--- config.mk ---
export PLATFORM = sky130hd
export DESIGN_NAME = uart_cmd_sender
export DESIGN_NICKNAME = d
export VERILOG_FILES = /design/src/rtl/uart_cmd_sender_pkg.sv /design/src/rtl/uart_tx_byte.sv /design/src/rtl/uart_cmd_sender.sv
export SDC_FILE = /design/constraint.sdc
export NUM_CORES = 1
export LEC_CHECK = 0
export ABC_AREA = 1
export BUFFER_PORTS_ARGS = -buffer_cell sky130_fd_sc_hd__buf_2
export CAP_MARGIN = 5
export CORE_MARGIN = 2
export CORE_UTILIZATION = 35
export DETAILED_ROUTE_END_ITERATION = 10
export GPL_TIMING_DRIVEN = 0
export SLEW_MARGIN = 20
export SYNTH_ARGS = -nofsm -noshare
export SYNTH_HDL_FRONTEND = slang
export SYNTH_SLANG_ARGS = --single-unit
export TNS_END_PERCENT = 10
--- constraint.sdc ---
create_clock -name clk -period 1.9 [get_ports clk]
set_input_delay 0.285 -clock clk [delete_from_list [all_inputs] [get_ports clk]]
set_output_delay 0.285 -clock clk [all_outputs]
set_load 0.01 [all_outputs]
--- src/rtl/uart_cmd_sender_pkg.sv ---
// Shared definitions for the badge command sender: command codes, frame lengths,
// FSM state encodings and the frame builder.
package uart_cmd_sender_pkg;

    localparam logic [7:0] CMD_SEND_TX        = 8'h40;
    localparam logic [7:0] CMD_SHOOTING_FLAGS = 8'h41;
    localparam logic [7:0] CMD_AES_KEY        = 8'h42;
    localparam logic [7:0] CMD_AES_PT         = 8'h43;

    localparam int unsigned FRAME_LEN_SHORT = 3;
    localparam int unsigned FRAME_LEN_LONG  = 18;
    localparam int unsigned FRAME_BITS      = 8 * FRAME_LEN_LONG;

    typedef enum logic [1:0] {TxIdle, TxStart, TxData, TxStop} tx_state_e;
    typedef enum logic [1:0] {FrIdle, FrSend, FrGap} fr_state_e;

    // Byte k of the frame lives in bits [8k+7:8k]; byte 0 goes out first.
    function automatic logic [FRAME_BITS-1:0] build_frame(
        input logic         is_long,
        input logic [7:0]   code,
        input logic [7:0]   arg,
        input logic [127:0] payload
    );
        if (is_long) begin
            return {code, payload, code};
        end
        return {120'd0, code, arg, code};
    endfunction

endpackage

--- src/rtl/uart_tx_byte.sv ---
// 8N1 byte serialiser with a valid/ready input; o_ready rises on the last stop-bit
// cycle so a waiting byte follows with no idle bit in between.
module uart_tx_byte
    import uart_cmd_sender_pkg::*;
#(
    parameter int unsigned CLKS_PER_BIT = 10752,
    parameter int unsigned CNT_BITS     = 14
) (
    input  logic       clk,
    input  logic       reset,
    input  logic       i_valid,
    output logic       o_ready,
    input  logic [7:0] i_data,
    output logic       o_tx
);

    tx_state_e           r_state, w_state_next;
    logic [CNT_BITS-1:0] r_cnt, w_cnt_next;
    logic [2:0]          r_bit_idx, w_bit_idx_next;
    logic [7:0]          r_shift, w_shift_next;
    logic                w_wrap;

    assign w_wrap = (r_cnt == CNT_BITS'(CLKS_PER_BIT - 1));

    always_ff @(posedge clk) begin
        if (reset) begin
            r_state   <= TxIdle;
            r_cnt     <= '0;
            r_bit_idx <= '0;
            r_shift   <= '0;
        end else begin
            r_state   <= w_state_next;
            r_cnt     <= w_cnt_next;
            r_bit_idx <= w_bit_idx_next;
            r_shift   <= w_shift_next;
        end
    end

    always_comb begin
        w_state_next   = r_state;
        w_cnt_next     = w_wrap ? '0 : r_cnt + 1'b1;
        w_bit_idx_next = r_bit_idx;
        w_shift_next   = r_shift;
        o_ready        = 1'b0;
        o_tx           = 1'b1;
        unique case (r_state)
            TxIdle: begin
                o_ready    = 1'b1;
                w_cnt_next = '0;
                if (i_valid) begin
                    w_state_next = TxStart;
                    w_shift_next = i_data;
                end
            end
            TxStart: begin
                o_tx = 1'b0;
                if (w_wrap) begin
                    w_state_next   = TxData;
                    w_bit_idx_next = '0;
                end
            end
            TxData: begin
                o_tx = r_shift[0];
                if (w_wrap) begin
                    w_shift_next = r_shift >> 1;
                    if (r_bit_idx == 3'd7) begin
                        w_state_next = TxStop;
                    end else begin
                        w_bit_idx_next = r_bit_idx + 3'd1;
                    end
                end
            end
            TxStop: begin
                o_ready = w_wrap;
                if (w_wrap) begin
                    if (i_valid) begin
                        w_state_next = TxStart;
                        w_shift_next = i_data;
                    end else begin
                        w_state_next = TxIdle;
                    end
                end
            end
            default: w_state_next = TxIdle;
        endcase
    end

endmodule

--- src/rtl/uart_cmd_sender.sv ---
// Badge command initiator: captures one request, streams its 3- or 18-byte frame as 8N1
// UART and then holds an idle gap. UART_CMD_SENDER_ABORT_EN adds abort/aborted.
module uart_cmd_sender
    import uart_cmd_sender_pkg::*;
#(
    parameter int unsigned CLKS_PER_BIT = 10752,
    parameter int unsigned CNT_BITS     = 14,
    parameter int unsigned GAP_BITS     = 2
) (
    input  logic         clk,
    input  logic         reset,
    input  logic         cmd_valid,
    output logic         cmd_ready,
    input  logic         cmd_long,
    input  logic [7:0]   cmd_code,
    input  logic [7:0]   cmd_arg,
    input  logic [127:0] cmd_payload,
`ifdef UART_CMD_SENDER_ABORT_EN
    input  logic         abort,
    output logic         aborted,
`endif
    output logic         tx,
    output logic         busy,
    output logic         done
);

    localparam int unsigned GAP_CYCLES = GAP_BITS * CLKS_PER_BIT;
    localparam int unsigned GAP_W      = (GAP_CYCLES > 1) ? $clog2(GAP_CYCLES) : 1;

    fr_state_e               r_state, w_state_next;
    logic [FRAME_BITS-1:0]   r_frame, w_frame_next;
    logic [4:0]              r_byte_idx, w_byte_idx_next;
    logic [4:0]              r_last_idx, w_last_idx_next;
    logic [GAP_W-1:0]        r_gap_cnt, w_gap_cnt_next;
    logic                    r_done, w_done_next;
    logic                    w_accept, w_more, w_abort_req;
    logic                    w_byte_valid, w_tx_ready;
    logic [7:0]              w_byte_data;

`ifdef UART_CMD_SENDER_ABORT_EN
    logic r_abort_pend, w_abort_pend_next, r_aborted;

    assign w_abort_req = r_abort_pend | abort;
    assign aborted     = r_aborted;

    // Abort is only remembered while bytes are still being sent.
    always_comb begin
        w_abort_pend_next = 1'b0;
        if (r_state == FrSend) begin
            w_abort_pend_next = r_abort_pend | abort;
        end else if (r_state == FrGap) begin
            w_abort_pend_next = r_abort_pend;
        end
    end
`else
    assign w_abort_req = 1'b0;
`endif

    assign cmd_ready    = (r_state == FrIdle) && !reset;
    assign w_accept     = cmd_valid && cmd_ready;
    assign w_more       = (r_byte_idx != r_last_idx) && !w_abort_req;
    // Byte 0 bypasses the frame register so tx drops the cycle after acceptance.
    assign w_byte_valid = w_accept || ((r_state == FrSend) && w_more);
    assign w_byte_data  = (r_state == FrIdle) ? cmd_code : r_frame[15:8];
    assign busy         = (r_state != FrIdle);
    assign done         = r_done;

    always_ff @(posedge clk) begin
        if (reset) begin
            r_state    <= FrIdle;
            r_frame    <= '0;
            r_byte_idx <= '0;
            r_last_idx <= '0;
            r_gap_cnt  <= '0;
            r_done     <= 1'b0;
`ifdef UART_CMD_SENDER_ABORT_EN
            r_abort_pend <= 1'b0;
            r_aborted    <= 1'b0;
`endif
        end else begin
            r_state    <= w_state_next;
            r_frame    <= w_frame_next;
            r_byte_idx <= w_byte_idx_next;
            r_last_idx <= w_last_idx_next;
            r_gap_cnt  <= w_gap_cnt_next;
            r_done     <= w_done_next;
`ifdef UART_CMD_SENDER_ABORT_EN
            r_abort_pend <= w_abort_pend_next;
            r_aborted    <= w_done_next && r_abort_pend;
`endif
        end
    end

    always_comb begin
        w_state_next    = r_state;
        w_frame_next    = r_frame;
        w_byte_idx_next = r_byte_idx;
        w_last_idx_next = r_last_idx;
        w_gap_cnt_next  = '0;
        w_done_next     = 1'b0;
        unique case (r_state)
            FrIdle: begin
                if (w_accept) begin
                    w_state_next    = FrSend;
                    w_frame_next    = build_frame(cmd_long, cmd_code, cmd_arg, cmd_payload);
                    w_byte_idx_next = '0;
                    w_last_idx_next = cmd_long ? 5'(FRAME_LEN_LONG - 1)
                                               : 5'(FRAME_LEN_SHORT - 1);
                end
            end
            FrSend: begin
                // Serialiser is ready only on the final stop-bit cycle of the current byte.
                if (w_tx_ready) begin
                    if (w_more) begin
                        w_frame_next    = r_frame >> 8;
                        w_byte_idx_next = r_byte_idx + 5'd1;
                    end else begin
                        w_state_next = FrGap;
                    end
                end
            end
            FrGap: begin
                if (r_gap_cnt == GAP_W'(GAP_CYCLES - 1)) begin
                    w_state_next = FrIdle;
                    w_done_next  = 1'b1;
                end else begin
                    w_gap_cnt_next = r_gap_cnt + 1'b1;
                end
            end
            default: w_state_next = FrIdle;
        endcase
    end

    uart_tx_byte #(
        .CLKS_PER_BIT (CLKS_PER_BIT),
        .CNT_BITS     (CNT_BITS)
    ) u_tx_byte (
        .clk     (clk),
        .reset   (reset),
        .i_valid (w_byte_valid),
        .o_ready (w_tx_ready),
        .i_data  (w_byte_data),
        .o_tx    (tx)
    );

endmodule

==> results of run 1 <==
-- cell usage in the layout (no fill, tap or decap), types with 20 or more instances in the layout --
cell type / instances
nand4_1: 28
clkbuf_16: 20
nand3_1: 45
clkbuf_1: 42
nor2_1: 293
a21oi_1: 27
nor2b_1: 88
inv_2: 25
o21ai_0: 33
a31oi_1: 113
nand2_1: 378
inv_1: 181
buf_2: 159
dfxtp_1: 181
-- critical path: stages, from the launching register on --
cell and delay, ps:
dfxtp_2 360, ha_4 150, nand3_4 90, nor2_4 100, nand3_1 80, nand2_1 90
nand2_1 60, nand2_2 110, buf_4 130, clkbuf_1 350, nand4_1 180, nand2_1 100
nor2_1 40
-- sequential cells by signal (all words and copies together), names as in the netlist, 3 cells and up --
name and count:
r_gap_cnt 15, u_tx_byte.r_bit_idx 3, r_byte_idx 5, r_frame 136, u_tx_byte.r_cnt 14, u_tx_byte.r_shift 8
-- cells by family (layout without fill, tap and decap cells) --
group | count (synthesis) | after routing | synth area share
other | 0 | 5 | 0
flip-flops | 188 | 188 | 0.370
AO/OA/AOI/OAI | 184 | 184 | 0.106
XOR/XNOR | 14 | 14 | 0.0121
adder cells (fa/ha/maj) | 9 | 9 | 0.0111
buffers and inverters | 310 | 506 | 0.122
AND/OR/NAND/NOR | 893 | 893 | 0.379
-- metrics by stage --
| step | total power, W | instance area, um2 | hold slack [ps] | TNS [ps] | setup slack (ps) |
|---|---|---|---|---|---|
| after floorplan | 0.00759 | 10200 | 363 | 0 | 110 |
| after CTS | 0.0125 | 12400 | 159 | -152 | -112 |
| final | 0.0126 | 12600 | 163 | -91.9 | -37.8 |
| after global routing | 0.0135 | 12600 | 167 | -12580 | -155 |
| after global placement | 0.00848 | 11400 | 428 | -49460 | -615 |
| after detailed placement | 0.00855 | 11400 | 442 | -51760 | -629 |
-- where the power goes --
group / internal (W) / switching (W)
Sequential: 0.00461 / 0.000227
Clock: 0.00195 / 0.00167
Combinational: 0.00169 / 0.00245
Total: 0.00826 / 0.00435
-- layout make-up --
type / count / area [um2]
fill: 3018 / 16000
multi-input combinational: 1100 / 5360
sequential: 188 / 3770
timing repair buffer: 167 / 963
inverter: 207 / 777
buffer: 101 / 649
tap: 384 / 480
clock buffer: 19 / 433
clock inverter: 12 / 139
antenna: 5 / 12.5
-- timing repair --
action / in CTS / in global routing
hold endpoints to repair: 0 / 0
resized for setup: 94 / 71
gates cloned: 2 / 2
setup buffers: 10 / 2
setup endpoints to repair: 167 / 168
pin swaps: 13 / 15
-- routing by layer --
metal	vias to the layer above	share of wire
li1	5330	-
met1	4543	0.46
met2	260	0.46
met3	44	0.060
met4	6	0.020
met5	-	0.0013
-- how the worst min path moves through the flow --
| stage | start | endpoint | slack [ps] | cells after the start |
|---|---|---|---|---|
| detailed placement | u_tx_byte.r_shift[2] | u_tx_byte.r_shift[2] | 440 | 2 |
| global route | reset | r_last_idx[1] | 170 | 2 |
| floorplan | reset | r_last_idx[1] | 360 | 1 |
| finish | reset | r_last_idx[1] | 160 | 2 |
| CTS | reset | r_last_idx[1] | 160 | 2 |
| global placement | u_tx_byte.r_cnt[0] | u_tx_byte.r_cnt[0] | 430 | 1 |
==> flow_summary.toml, run 1 <==
[status]
status = "finished with violations"
violations = "setup timing"

[global_route]
grt_pass1_vias = 9644
grt_pass1_wl_um = 46700
met2_usage = 0.315
grt_util_met3 = 0.0470
gr-usage-met1 = 0.242
grtUsageTotal = 0.189
antenna_found_initial = 8
grt-ovfl-total = 0
grt.busiest_layer = "met2"
grt_max_degree = 17

[sta]
slew_headroom = 0.549
fin_skew_ps = 14.3
worst_slack_ps = -37.8
finalCritPeriodShare = 1.02
rsz0062_at_grt = "yes"
timing.fmax_ghz = 0.516
hold_viol = 0
slew_viol_final = 0
tightest_slew_ps = 677
fin_crit_ps = 1940
setup-violations-final = 6

[place]
place_congestion = 0.842
port-buffer-count = 151
dpl.cell_count = 2133
place.detailed.hpwl_um = 21100

[route]
dr.pass1.iters = 6
wl_um = 28900
vias_per_cell = 4.66
num_vias = 10200
drc = 0
wl_per_cell_um = 13.3
drtAntennaViolNets = 0
drtIter0Drc = 555

[cts]
cts.clk_slew.worst_paths_ps = 80
cts-hold-fix-buffers = 0
clock-sinks = 188
cts_max_level = 4
cts_made_buffers = 17
cts_tree = "built"
clk_path_buf_depth = 2
root_buffer = "clkbuf_16"
clock_latency_ps = 430

[synthesis]
yosysWarnings = 0
synth_top_area_share = 0.370
synth_cells = 1598
synthArstFlopShare = 0
synth_seq_cells = 188
netlist_area_um2 = 10200
synth-seq-area-share = 0.370
post_synth.cell_area_avg_um2 = 6.36
synth.most_common_cell = "nand2_1"
yosysTopAreaCell = "dfxtp_1"
synth-main-ff-cell = "dfxtp_1"
synth_nets = 1755
synth_edf_count = 0
synth_area_leaders = "dfxtp_1, nand2_1, nor2_1"
netlist_top_cells_count = "nand2_1, nor2_1, dfxtp_1, inv_1, a31oi_1"
yosysUniqueCellTypes = 33

[layout]
stdcell_count = 2183
drive_gt1_frac = 0.190
areaGrowthSynthToFinish_pct = 23.8
nets = 1939
fin_util = 0.440

[setup_path]
end_kind = "flop"
crit_end = "r_frame[8]"
worstReg2RegEnd = "r_frame[8]"
timing_worst_setup_path_type = "flop to flop"
startpoint_type = "flop"
reg2reg_slack_ps = -40
cp.required_ps = 2230
reg2regPathDepth = 12
worst-path-max-fanout = 10
worstReg2RegStart = "u_tx_byte.r_cnt[1]"
setup.worst_path.start = "u_tx_byte.r_cnt[1]"
critical_path_arrival_ps = 2270

[power]
p_per_area_nw_per_um2 = 1000
ir_worst_vdd_mv = 0.528
leakage_nw = 5.79

[run]
max-cap-violations = 0

[floorplanning]
core.rowCount = 62
ios = 152
die_h_um = 174
start_util = 0.355
core_area_um2 = 28600
fp.dieW_um = 174
die_area_um2 = 30400

[worst_hold_path]
hold_path.class = "primary input to flop"
Power figures use the tool's default switching activity.
==> run 2, diff against run 1 <==
==> constraint.sdc (replaced) <==
create_clock -name clk -period 1.9 [get_ports clk]
set_input_delay 0.095 -clock clk [delete_from_list [all_inputs] [get_ports clk]]
set_output_delay 0.095 -clock clk [all_outputs]
set_load 0.01 [all_outputs]
==> run 2 against run 1 <==
Compared with the run above: the run still ends with setup timing left; final cell count about the same; count of clock-buffer cells in the layout unchanged; combinational power down 2%; critical path type unchanged; critical endpoint is now r_frame[24].
==> flow_summary.toml, run 2 (synthesis results as in run 1) <==
[cts]
cts_max_level = 4
root_buffer = "clkbuf_16"
cts_tree = "built"
cts_made_buffers = 17
clock_latency_ps = 430
clock-sinks = 188
clk_path_buf_depth = 2
cts.clk_slew.worst_paths_ps = 80

[layout]
nets = 1937
layout_common_cells = "nand2_1, nor2_1, inv_1, dfxtp_1, buf_2"
drive_gt1_frac = 0.190
final_common_cell = "nand2_1"
stdcell_count = 2181
largest_reg_flops = 136
reg_top3 = "r_frame x136, r_gap_cnt x15, u_tx_byte.r_cnt x14"
nFillCells = 3035
top_register = "r_frame"
areaGrowthSynthToFinish_pct = 22.8

[sta]
hold_viol = 0
setup-violations-final = 27
finalCritPeriodShare = 1.03
tightest_slew_ps = 809
timing.fmax_ghz = 0.509
slew_headroom = 0.461
rsz0062_at_grt = "yes"
fin_skew_ps = 16.2
fin_crit_ps = 1970
slew_viol_final = 0
worst_slack_ps = -65.9

[place]
port-buffer-count = 151
place.detailed.hpwl_um = 21100
dpl.cell_count = 2133
place_congestion = 0.842

[power]
leakage_nw = 5.72
p_per_area_nw_per_um2 = 1000
ir_worst_vdd_mv = 0.525
total_power_w = 0.0125

[setup_path]
end_kind = "flop"
worst-path-max-fanout = 6
critical_path_arrival_ps = 2280
cp.required_ps = 2220
startpoint_type = "flop"
timing_worst_setup_path_type = "flop to flop"

[global_route]
gr-usage-met1 = 0.244
grt_pass1_wl_um = 46700
grt-ovfl-total = 0
met2_usage = 0.314
grt_max_degree = 17
grtUsageTotal = 0.189
grt_util_met3 = 0.0462
antenna_found_initial = 8
grt_pass1_vias = 9610
grt.busiest_layer = "met2"

[worst_hold_path]
hold_path.class = "primary input to flop"

[floorplanning]
core_area_um2 = 28600
die_area_um2 = 30400
start_util = 0.355
core.rowCount = 62
die_h_um = 174
fp.dieW_um = 174
ios = 152

[route]
wl_per_cell_um = 13.3
drtAntennaViolNets = 0
wl_um = 29000
drc = 0
dr.pass1.iters = 5
num_vias = 10200
drtIter0Drc = 516
vias_per_cell = 4.68

[status]
violations = "setup timing"
status = "finished with violations"

[run]
max-cap-violations = 0
-- run 2: changes by cell type in the layout (fill, tap and decap cells not counted), sizes merged --
| cell | delta |
|---|---|
| clkbuf | -2 |
| dlygate4sd3 | +1 |
| bufbuf | +1 |
| buf | -2 |
-- run 2: power breakdown --
group / internal, W / total, W / switching [W]
logic: 0.00162 / 0.00406 / 0.00245
clock network: 0.00195 / 0.00361 / 0.00166
registers: 0.00461 / 0.00483 / 0.000225
total: 0.00818 / 0.0125 / 0.00433
-- run 2: worst paths after layout --
check,startpoint,to,slack (ps),cells past startpoint
max,u_tx_byte.r_cnt[0],r_frame[24],-70,14
min,cmd_payload[55],r_frame[63],20,4
max reg2reg,u_tx_byte.r_cnt[0],r_frame[24],-70,14
min reg2reg,u_tx_byte.r_shift[2],u_tx_byte.r_shift[2],450,2
-- run 2: area by class of cell --
| cell class | instances | area [um2] | area share |
|---|---|---|---|
| Antenna cell | 5 | 12.5 | 0.00100 |
| Buffer | 101 | 602 | 0.0482 |
| Clock buffer | 19 | 433 | 0.0347 |
| Clock inverter | 12 | 139 | 0.0111 |
| Inverter | 207 | 779 | 0.0624 |
| Multi-Input combinational cell | 1100 | 5370 | 0.430 |
| Sequential cell | 188 | 3770 | 0.302 |
| Tap cell | 384 | 480 | 0.0385 |
| Timing Repair Buffer | 165 | 900 | 0.0721 |
-- run 2: timing repair --
action                                 in CTS  in global routing
setup buffers                               6                  6
pin swaps                                   9                 26
endpoints found under the hold margin       1                  0
hold buffers                                1                  0
resized for setup                          80                 79
cloned                                      1                  0
setup endpoints to repair                 167                180
-- run 2: worst max-delay path: stages, from the launching register on --
cell and delay (ps):
dfxtp_2 360, ha_4 150, nand3_4 90, nor2_4 140, nand3_2 80, nand2_2 80, nand2_2 70, nand2_4 90
nand3_4 110, buf_8 170, buf_12 130, buf_8 120, buf_6 110, nor2b_4 100, nor2_1 50
-- run 2: through the flow --
step	instance area, um2	hold slack [ps]	setup TNS [ps]	utilization	setup WS [ps]
floorplan	10200	173	0	-	110
global placement	11400	408	-40650	0.398	-425
detailed placement	11400	406	-42880	0.398	-439
CTS	12300	6.97	-148	0.429	-84.5
global route	12500	17.2	-14380	0.436	-185
finish	12500	20.6	-301	0.436	-65.9
-- run 2: routing by layer --
| metal | up-vias | part of all wire | wire (um) |
|---|---|---|---|
| met5 | - | 0.0013 | 38 |
| met4 | 6 | 0.020 | 565 |
| met3 | 47 | 0.062 | 1790 |
| met2 | 273 | 0.46 | 13200 |
| met1 | 4555 | 0.46 | 13400 |
| li1 | 5328 | - | - |
==> run 3, diff against run 2 <==
BUFFER_PORTS_ARGS = not set   (was -buffer_cell sky130_fd_sc_hd__buf_2)
DONT_BUFFER_PORTS = 1   (was not set)
SKIP_LAST_GASP = 1   (was not set)
==> run 3 against run 2 <==
Compared with the run above: non-clock buffer count down 22; register-to-register slack better by 30 ps; utilization up 2.1 points; the flow still finishes with violations (setup timing); count of clock-buffer cells in the layout up 1; sequential power about the same; power up 4.4%; worst setup slack better by 30 ps; via count up 0.34%; wire length up 2.1%; first-iteration DRC count up 15%.
==> flow_summary.toml, run 3 (synthesis results as in run 1) <==
[power]
p_per_area_nw_per_um2 = 997
ir_worst_vdd_mv = 0.631
leakage_nw = 5.73
total_power_w = 0.0131

[sta]
worst_slack_ps = -35.9
hold_viol = 0
finalSetupTns_ps = -282
fin_crit_ps = 1940
finalCritPeriodShare = 1.02
tightest_slew_ps = 810
slew_headroom = 0.460
setup-violations-final = 25
timing.fmax_ghz = 0.517
slew_viol_final = 0
rsz0062_at_grt = "yes"
fin_skew_ps = 16.5

[setup_path]
crit_buf_inv = 3
reg2regPathDepth = 13
cp_slowest_stage_delay_ps = 350
worst-path-max-fanout = 6
worstReg2RegStart = "u_tx_byte.r_cnt[0]"
end_kind = "flop"
timing_worst_setup_path_type = "flop to flop"
worstReg2RegEnd = "r_frame[24]"
startpoint_type = "flop"
crit_chain = "ha_4 > nand3_4 > nor2_4 > nand3_2 > nand2_2 > nand2_2 > nand2_4 > nand3_4 > buf_12 > clkbuf_16 > buf_4 > nor2b_1 > nor2_1"
critical_path_arrival_ps = 2260
critPathSlowestCell = "dfxtp_2"
crit_family = "simple AND/OR/NAND/NOR gates"
reg2reg_slack_ps = -40
cp.required_ps = 2220

[cts]
clock-sinks = 188
cts_made_buffers = 17
cts.clk_slew.worst_paths_ps = 70
cts_tree = "built"
clk_path_buf_depth = 2
root_buffer = "clkbuf_16"
cts_max_level = 4
clock_latency_ps = 440

[run]
max-cap-violations = 0

[global_route]
grtUsageTotal = 0.192
antenna_found_initial = 8
grt_max_degree = 17
grt_pass1_wl_um = 47300
grt-ovfl-total = 0
grt_pass1_vias = 9749

[layout]
stdcell_count = 2162
areaGrowthSynthToFinish_pct = 28.8
reg_top3 = "r_frame x136, r_gap_cnt x15, u_tx_byte.r_cnt x14"
layout_common_cells = "nand2_1, nor2_1, dfxtp_1, inv_1, dlygate4sd3_1"
final_common_cell = "nand2_1"
top_register = "r_frame"
largest_reg_flops = 136
drive_gt1_frac = 0.0954
nets = 1915

[place]
dp_slack_ps = -409
dpl.cell_count = 1982
place.detailed.hpwl_um = 20600
port-buffer-count = 0
place_congestion = 0.847

[floorplanning]
start_util = 0.355
core_area_um2 = 28600
die_area_um2 = 30400
ios = 152
die_h_um = 174
core.rowCount = 62
fp.dieW_um = 174

[status]
status = "finished with violations"
violations = "setup timing"

[route]
vias_per_cell = 4.74
wl_um = 29600
drtIter0Drc = 595
dr.pass1.iters = 5
drc = 0
num_vias = 10200
wl_per_cell_um = 13.7
drtAntennaViolNets = 0

[worst_hold_path]
hold_path.class = "primary input to flop"
min_to = "r_frame[141]"
hold_path.startpoint = "cmd_code[5]"
whs_path_depth = 4
run 3: worst register-to-register path: cells and delay by family (launching register included):
| kind | cells | cell delay (ps) |
|---|---|---|
| simple gates | 9 | 870 |
| buf+inv | 3 | 470 |
| flops | 1 | 350 |
| fa+ha+maj | 1 | 150 |
run 3: timing repair:
item / in CTS / in global routing
gates cloned: 3 / 3
hold endpoints to repair: 128 / 0
hold buffers: 122 / 0
pin swaps: 15 / 13
buffers inserted: 9 / 5
setup endpoints to repair: 165 / 180
gates resized for setup: 76 / 45
run 3: per-stage QoR:
stage / cell area, um2 / utilization / hold slack, ps
floorplan: 10200 / - / 173
global placement: 10600 / 0.372 / 177
detailed placement: 10600 / 0.372 / 180
CTS: 12900 / 0.449 / 3.04
global route: 13100 / 0.457 / 15.6
finish: 13100 / 0.457 / 14.3
run 3: layout make-up:
type | count | area (um2)
fill | 2940 | 15500
clock buffer | 20 | 437
multi-input combinational | 1100 | 5300
sequential | 188 | 3770
timing repair buffer | 142 | 1470
tap | 384 | 480
clock inverter | 12 | 209
antenna | 7 | 17.5
inverter | 207 | 778
buffer | 102 | 636
run 3: per-layer routing:
layer,global-route usage,vias up,share of wire
met5,0,-,0.00091
li1,-,5285,-
met1,0.236,4674,0.46
met4,0.0592,4,0.019
met3,0.0503,38,0.060
met2,0.326,243,0.46
run 3: where the power goes:
part           switching [W]  total [W]  internal (W)
Combinational        0.00244    0.00417       0.00173
Sequential          0.000224    0.00483       0.00461
Clock                0.00169    0.00405       0.00236
run 3: how the worst max path moves through the flow:
stage	start	end	slack, ps	depth (start not counted)
after floorplan	u_tx_byte.r_cnt[0]	r_byte_idx[0]	110	13
after global placement	r_state[1]	r_frame[101]	-410	8
after detailed placement	r_state[1]	r_frame[71]	-410	8
after CTS	u_tx_byte.r_state[0]	r_frame[59]	-50	12
after global routing	u_tx_byte.r_cnt[0]	r_frame[91]	-160	13
final	u_tx_byte.r_cnt[0]	r_frame[24]	-40	13
